===== src/rtl/irrigation_timer.sv =====
// Loadable down-counting irrigation timer: holds the valve open for DURATION ticks
// of PRESCALE clocks each, with pause/resume, abort and a one-cycle DONE pulse.
module irrigation_timer #(
    parameter int CNT_WIDTH = 6,
    parameter int PRESCALE  = 4
) (
    input  logic                 CLK,
    input  logic                 RESET,
    input  logic                 LOAD,
    input  logic [CNT_WIDTH-1:0] DURATION,
    input  logic                 START,
    input  logic                 PAUSE,
    input  logic                 ABORT,
    output logic [CNT_WIDTH-1:0] COUNT,
    output logic                 VALVE,
    output logic                 DONE,
    output logic                 BUSY,
    output logic [1:0]           STATE
);

    localparam int PW = (PRESCALE > 1) ? $clog2(PRESCALE) : 1;
    localparam logic [PW-1:0] PRE_LAST = PW'(PRESCALE - 1);

    typedef enum logic [1:0] {
        S_IDLE   = 2'b00,
        S_RUN    = 2'b01,
        S_PAUSED = 2'b10,
        S_DONE   = 2'b11
    } state_t;

    state_t               state_q, state_d;
    logic [CNT_WIDTH-1:0] count_q, count_d;
    logic [PW-1:0]        pre_q, pre_d;
    logic                 valve_q, valve_d;
    logic                 done_q, done_d;
    logic                 busy_q, busy_d;

    logic                 tick_due;
    logic                 finish;
    logic [PW-1:0]        pre_adv;
    logic [CNT_WIDTH-1:0] cnt_adv;

    // One run-cycle step of the prescaler/counter, shared by RUN and by the resume edge.
    assign tick_due = (pre_q == PRE_LAST);
    assign finish   = tick_due && (count_q == CNT_WIDTH'(1));
    assign pre_adv  = tick_due ? '0 : pre_q + PW'(1);
    assign cnt_adv  = (tick_due && (count_q != '0)) ? count_q - CNT_WIDTH'(1) : count_q;

    always_comb begin
        state_d = state_q;
        count_d = count_q;
        pre_d   = pre_q;
        valve_d = valve_q;
        done_d  = 1'b0;

        unique case (state_q)
            S_IDLE: begin
                if (LOAD) begin
                    count_d = DURATION;
                end else if (START && (count_q != '0)) begin
                    state_d = S_RUN;
                    valve_d = 1'b1;
                    pre_d   = '0;
                end
            end
            S_RUN: begin
                if (ABORT) begin
                    state_d = S_IDLE;
                    count_d = '0;
                    pre_d   = '0;
                    valve_d = 1'b0;
                end else if (PAUSE) begin
                    state_d = S_PAUSED;
                    valve_d = 1'b0;
                end else begin
                    pre_d   = pre_adv;
                    count_d = cnt_adv;
                    if (finish) begin
                        state_d = S_DONE;
                        valve_d = 1'b0;
                        done_d  = 1'b1;
                    end
                end
            end
            S_PAUSED: begin
                if (ABORT) begin
                    state_d = S_IDLE;
                    count_d = '0;
                    pre_d   = '0;
                end else if (START) begin
                    // The pause edge consumed a valve-high cycle without advancing,
                    // so the resume edge takes that step to keep on-time exact.
                    pre_d   = pre_adv;
                    count_d = cnt_adv;
                    if (finish) begin
                        state_d = S_DONE;
                        done_d  = 1'b1;
                    end else begin
                        state_d = S_RUN;
                        valve_d = 1'b1;
                    end
                end
            end
            S_DONE: begin
                state_d = S_IDLE;
            end
            default: begin
                state_d = S_IDLE;
            end
        endcase

        busy_d = (state_d == S_RUN) || (state_d == S_PAUSED);
    end

    always_ff @(posedge CLK or negedge RESET) begin
        if (!RESET) begin
            state_q <= S_IDLE;
            count_q <= '0;
            pre_q   <= '0;
            valve_q <= 1'b0;
            done_q  <= 1'b0;
            busy_q  <= 1'b0;
        end else begin
            state_q <= state_d;
            count_q <= count_d;
            pre_q   <= pre_d;
            valve_q <= valve_d;
            done_q  <= done_d;
            busy_q  <= busy_d;
        end
    end

    assign COUNT = count_q;
    assign VALVE = valve_q;
    assign DONE  = done_q;
    assign BUSY  = busy_q;
    assign STATE = state_q;

endmodule


===== config.mk =====
export PLATFORM = sky130hd
export DESIGN_NAME = irrigation_timer
export DESIGN_NICKNAME = d
export VERILOG_FILES = /design/src/rtl/irrigation_timer.sv
export SDC_FILE = /design/constraint.sdc
export NUM_CORES = 1
export LEC_CHECK = 0
export ABC_AREA = 0
export ABC_CLOCK_PERIOD_IN_PS = 2700
export CORE_UTILIZATION = 35
export CTS_BUF_LIST = sky130_fd_sc_hd__clkbuf_4 sky130_fd_sc_hd__clkbuf_8
export CTS_CLUSTER_DIAMETER = 120
export DETAILED_ROUTE_END_ITERATION = 10
export PLACE_DENSITY = 0.71
export SLEW_MARGIN = 20
export SYNTH_ARGS = -nofsm -noshare
export SYNTH_HDL_FRONTEND = slang
export SYNTH_SLANG_ARGS = --single-unit

===== constraint.sdc =====
create_clock -name CLK -period 2.7 [get_ports CLK]
set_input_delay 0.81 -clock CLK [delete_from_list [all_inputs] [get_ports CLK]]
set_output_delay 0.81 -clock CLK [all_outputs]
set_load 0.01 [all_outputs]

==> results_tabular.tex <==
\begin{tabular}{lr}
\hline
Metric & Value \\
\hline
\multicolumn{2}{l}{\textbf{Yosys}} \\
\quad Number of synthesized flops with an enable pin & 0 \\
\quad Number of warnings reported in the yosys synthesis log & 0 \\
\quad Portion of the post-synthesis area used by sequential elements & 0.326 \\
\quad Net count after synthesis & 131 \\
\quad Post-synthesis cell type with the largest combined area & dfrtp\_1 \\
\quad Distinct cell type count of the synthesized netlist & 36 \\
\quad Fraction of synthesis flops using an asynchronous set or reset pin & 1.00 \\
\quad Flop and latch count out of synthesis & 13 \\
\quad Share of the synthesized area in the top cell type & 0.326 \\
\quad Avg Synthesized Cell Area & 9.08 sq um \\
\quad Total standard cell area after synthesis & 998 sq um \\
\quad Ys flop type & dfrtp\_1 \\
\quad Post-Syn Instances & 110 \\
\quad Leading post-synthesis cells by cell area & dfrtp\_1, ha\_1, nor2\_1 \\
\multicolumn{2}{l}{\textbf{Clocking}} \\
\quad Cell at the root of the clock tree & clkbuf\_4 \\
\quad Clock transition at path regs & 0.08 ns \\
\quad Clock latency at the later pin of the worst-skew pair & 0.28 ns \\
\quad CTS Buf Count & 3 \\
\quad Gates resized, CTS repair & 0 \\
\quad Maximum count of clock buffers along a single path & 2 \\
\quad Post-CTS repair timing setup buffer count & 0 \\
\quad Clk sink count & 13 \\
\quad Hold-fix buffers at CTS & 0 \\
\quad TritonCTS clock tree & built \\
\quad Htree depth & 1 \\
\multicolumn{2}{l}{\textbf{Placement}} \\
\quad Final estimated routing congestion in global placement & 0.864 \\
\quad Port Buffers & 22 \\
\quad Placed wire-length estimate & 1800 microns \\
\multicolumn{2}{l}{\textbf{Route}} \\
\quad Drt drc & 0 \\
\quad Antenna-violating nets left & 0 \\
\quad Average vias per placed instance & 5.73 \\
\quad Mean routed wirelength per cell & 14.3 microns \\
\quad Total via count after detailed routing & 963 \\
\quad Pre-Repair DR Iteration Count & 4 \\
\quad Violation count after the first detailed-route iteration & 24 \\
\quad Total routed wirelength & 2400 microns \\
\multicolumn{2}{l}{\textbf{Floorplanning}} \\
\quad Total number of placement rows & 19 \\
\quad Number of top-level pins & 23 \\
\quad Initial core utilization & 0.365 \\
\quad Chip width & 55.4 microns \\
\quad Floorplan core area & 0.00273 sq mm \\
\quad Overall die area & 0.00307 sq mm \\
\quad Height of the chip & 55.4 microns \\
\multicolumn{2}{l}{\textbf{Critical path}} \\
\quad Required time reported for the critical path endpoint & 2.85 ns \\
\quad Crit path DAT & 2.47 ns \\
\quad Delay-heaviest family, CP & compound AO/OA/AOI/OAI gates \\
\quad Worst-path cell with the longest stage delay & a2111o\_1 \\
\quad Cells traversed along the worst timing path & clkdlybuf4s50\_1, nand2b\_1, a21oi\_1, a2111o\_1, a221oi\_1, a21oi\_1 \\
\quad Launching element type of the critical path & primary input \\
\quad Crit Path Category & primary input to register \\
\quad CP endpoint kind & register \\
\quad Maximum fanout along the worst path & 12 \\
\quad Worst path buffer plus inverter count & 1 \\
\quad Biggest cell delay along the critical path & 0.55 ns \\
\quad Register-to-Register Setup Slack & 0.44 ns \\
\quad Most common cell type on the critical path & a21oi\_1 \\
\multicolumn{2}{l}{\textbf{Final layout}} \\
\quad Layout fillers & 254 \\
\quad Layout-stage area growth over the synthesis result & 29.3\% \\
\quad Commonest cells after routing, fill and taps aside & clkdlybuf4s50\_1, dfrtp\_1, nor2\_1 \\
\quad Share of post-route cells with drive strength above 1 & 0.109 \\
\quad Post-layout net count & 159 \\
\quad Diodes inserted & 0 \\
\quad Most common cell after layout, fill and taps aside & clkdlybuf4s50\_1 \\
\quad Final Util & 0.472 \\
\multicolumn{2}{l}{\textbf{Timing}} \\
\quad Fin crit period & 2.32 ns \\
\quad Post-route fraction of the period consumed by the critical path & 0.858 \\
\quad Number of max-slew violations in the final report & 0 \\
\quad Peak Freq & 432 MHz \\
\quad Worst clock skew on the final layout & 0.00617 ns \\
\quad Worst slew pin tran & 0.663 ns \\
\quad Worst hold slack across all endpoints & 0.534 ns \\
\quad Total negative setup slack & 0 ns \\
\quad Normalized max-slew margin & 0.556 \\
\quad Number of failing hold endpoints at the final stage & 0 \\
\quad Setup repair after global routing missed its margin & no \\
\quad Final setup violation count & 0 \\
\multicolumn{2}{l}{\textbf{Status}} \\
\quad Run status & finished clean \\
\multicolumn{2}{l}{\textbf{Global routing}} \\
\quad Grt ovf & 0 \\
\quad Total routing usage reported by global routing & 0.166 \\
\quad Via count of the first global-routing pass & 932 \\
\quad Number of antenna violations at the first check in global routing & 0 \\
\quad Global-route wire length before repair & 4090 microns \\
\quad Pin count of the biggest net entering global routing & 14 \\
\multicolumn{2}{l}{\textbf{Power and ir drop}} \\
\quad Worst IR drop on VDD & 605 uV \\
\quad P\_leak & 0.541 nW \\
\quad Total power consumption of the routed design & 1.39 mW \\
\quad Pwr/cell area & 1070 mW/mm\^{}2 \\
\multicolumn{2}{l}{\textbf{Hold path}} \\
\quad Min-Delay Path Class & register to register \\
\multicolumn{2}{l}{\textbf{Run}} \\
\quad Max-cap check violation count & 0 \\
\hline
\end{tabular}
[sequential cells by signal, summed over array words and instances, names as in the netlist]
name	flops
COUNT	6
STATE	2
pre_q	2
BUSY	1
DONE	1
VALVE	1
[kinds of logic after synthesis]
logic type      after synthesis  share of synthesized area
compound gates               39                      0.294
simple gates                 35                      0.189
flops                        13                      0.326
buf+inv                      12                     0.0526
fa+ha+maj                     9                      0.113
mux                           2                     0.0251
[per-stage QoR]
step | cells | setup slack, ns | instance area (sq um)
CTS | 168 | 0.417 | 1290
global route | 168 | 0.188 | 1290
finish | 168 | 0.383 | 1290
global placement | 164 | 0.165 | 1260
floorplan | 110 | 0.700 | 998
detailed placement | 164 | 0.125 | 1260
[cells in the mapped netlist (2+ instances only)]
cell type  count
dfrtp_1       13
nor2_1        12
inv_1         11
ha_1           9
o21ai_0        7
a21oi_1        6
nand2_1        6
o21ai_1        5
a32oi_1        4
nand3_1        4
nor2b_1        3
nor3_1         3
a21boi_0       2
a221oi_1       2
nand2b_1       2
[metal layers]
| layer | wire length (microns) | up-vias | track usage |
|---|---|---|---|
| li1 | - | 463 | - |
| met5 | 0 | - | 0 |
| met1 | 1130 | 463 | 0.231 |
| met3 | 134 | 4 | 0.0304 |
| met4 | 22 | 0 | 0.0607 |
| met2 | 1110 | 33 | 0.256 |
[report_power, final]
group          switching [mW]  leakage, nW  internal [mW]
combinational           0.463        0.358          0.407
sequential              0.112        0.165          0.275
clock                  0.0644       0.0184         0.0673
[worst paths after layout]
kind / start / endpoint / cells after the start
max: START / COUNT[0] / 6
min: VALVE / VALVE / 2
max reg2reg: STATE[0] / COUNT[0] / 7
min reg2reg: VALVE / VALVE / 2
max in group asynchronous: RESET / pre_q[1] / 1
min in group asynchronous: RESET / COUNT[4] / 1
[area by class of cell]
class,instances,area (sq um),share of cell area
Multi-Input combinational cell,85,621,0.481
Sequential cell,13,325,0.252
Timing Repair Buffer,24,235,0.182
Inverter,11,41.3,0.0320
Tap cell,31,38.8,0.0300
Clock buffer,4,30.0,0.0233
[worst reg2reg max path: cells and delay by family (launching register included)]
kind            cells  cell delay, ns
compound gates      3            0.86
flops               1            0.51
buf+inv             2            0.35
fa+ha+maj           1            0.32
simple gates        1            0.10
(Power assumes the default switching activity.)
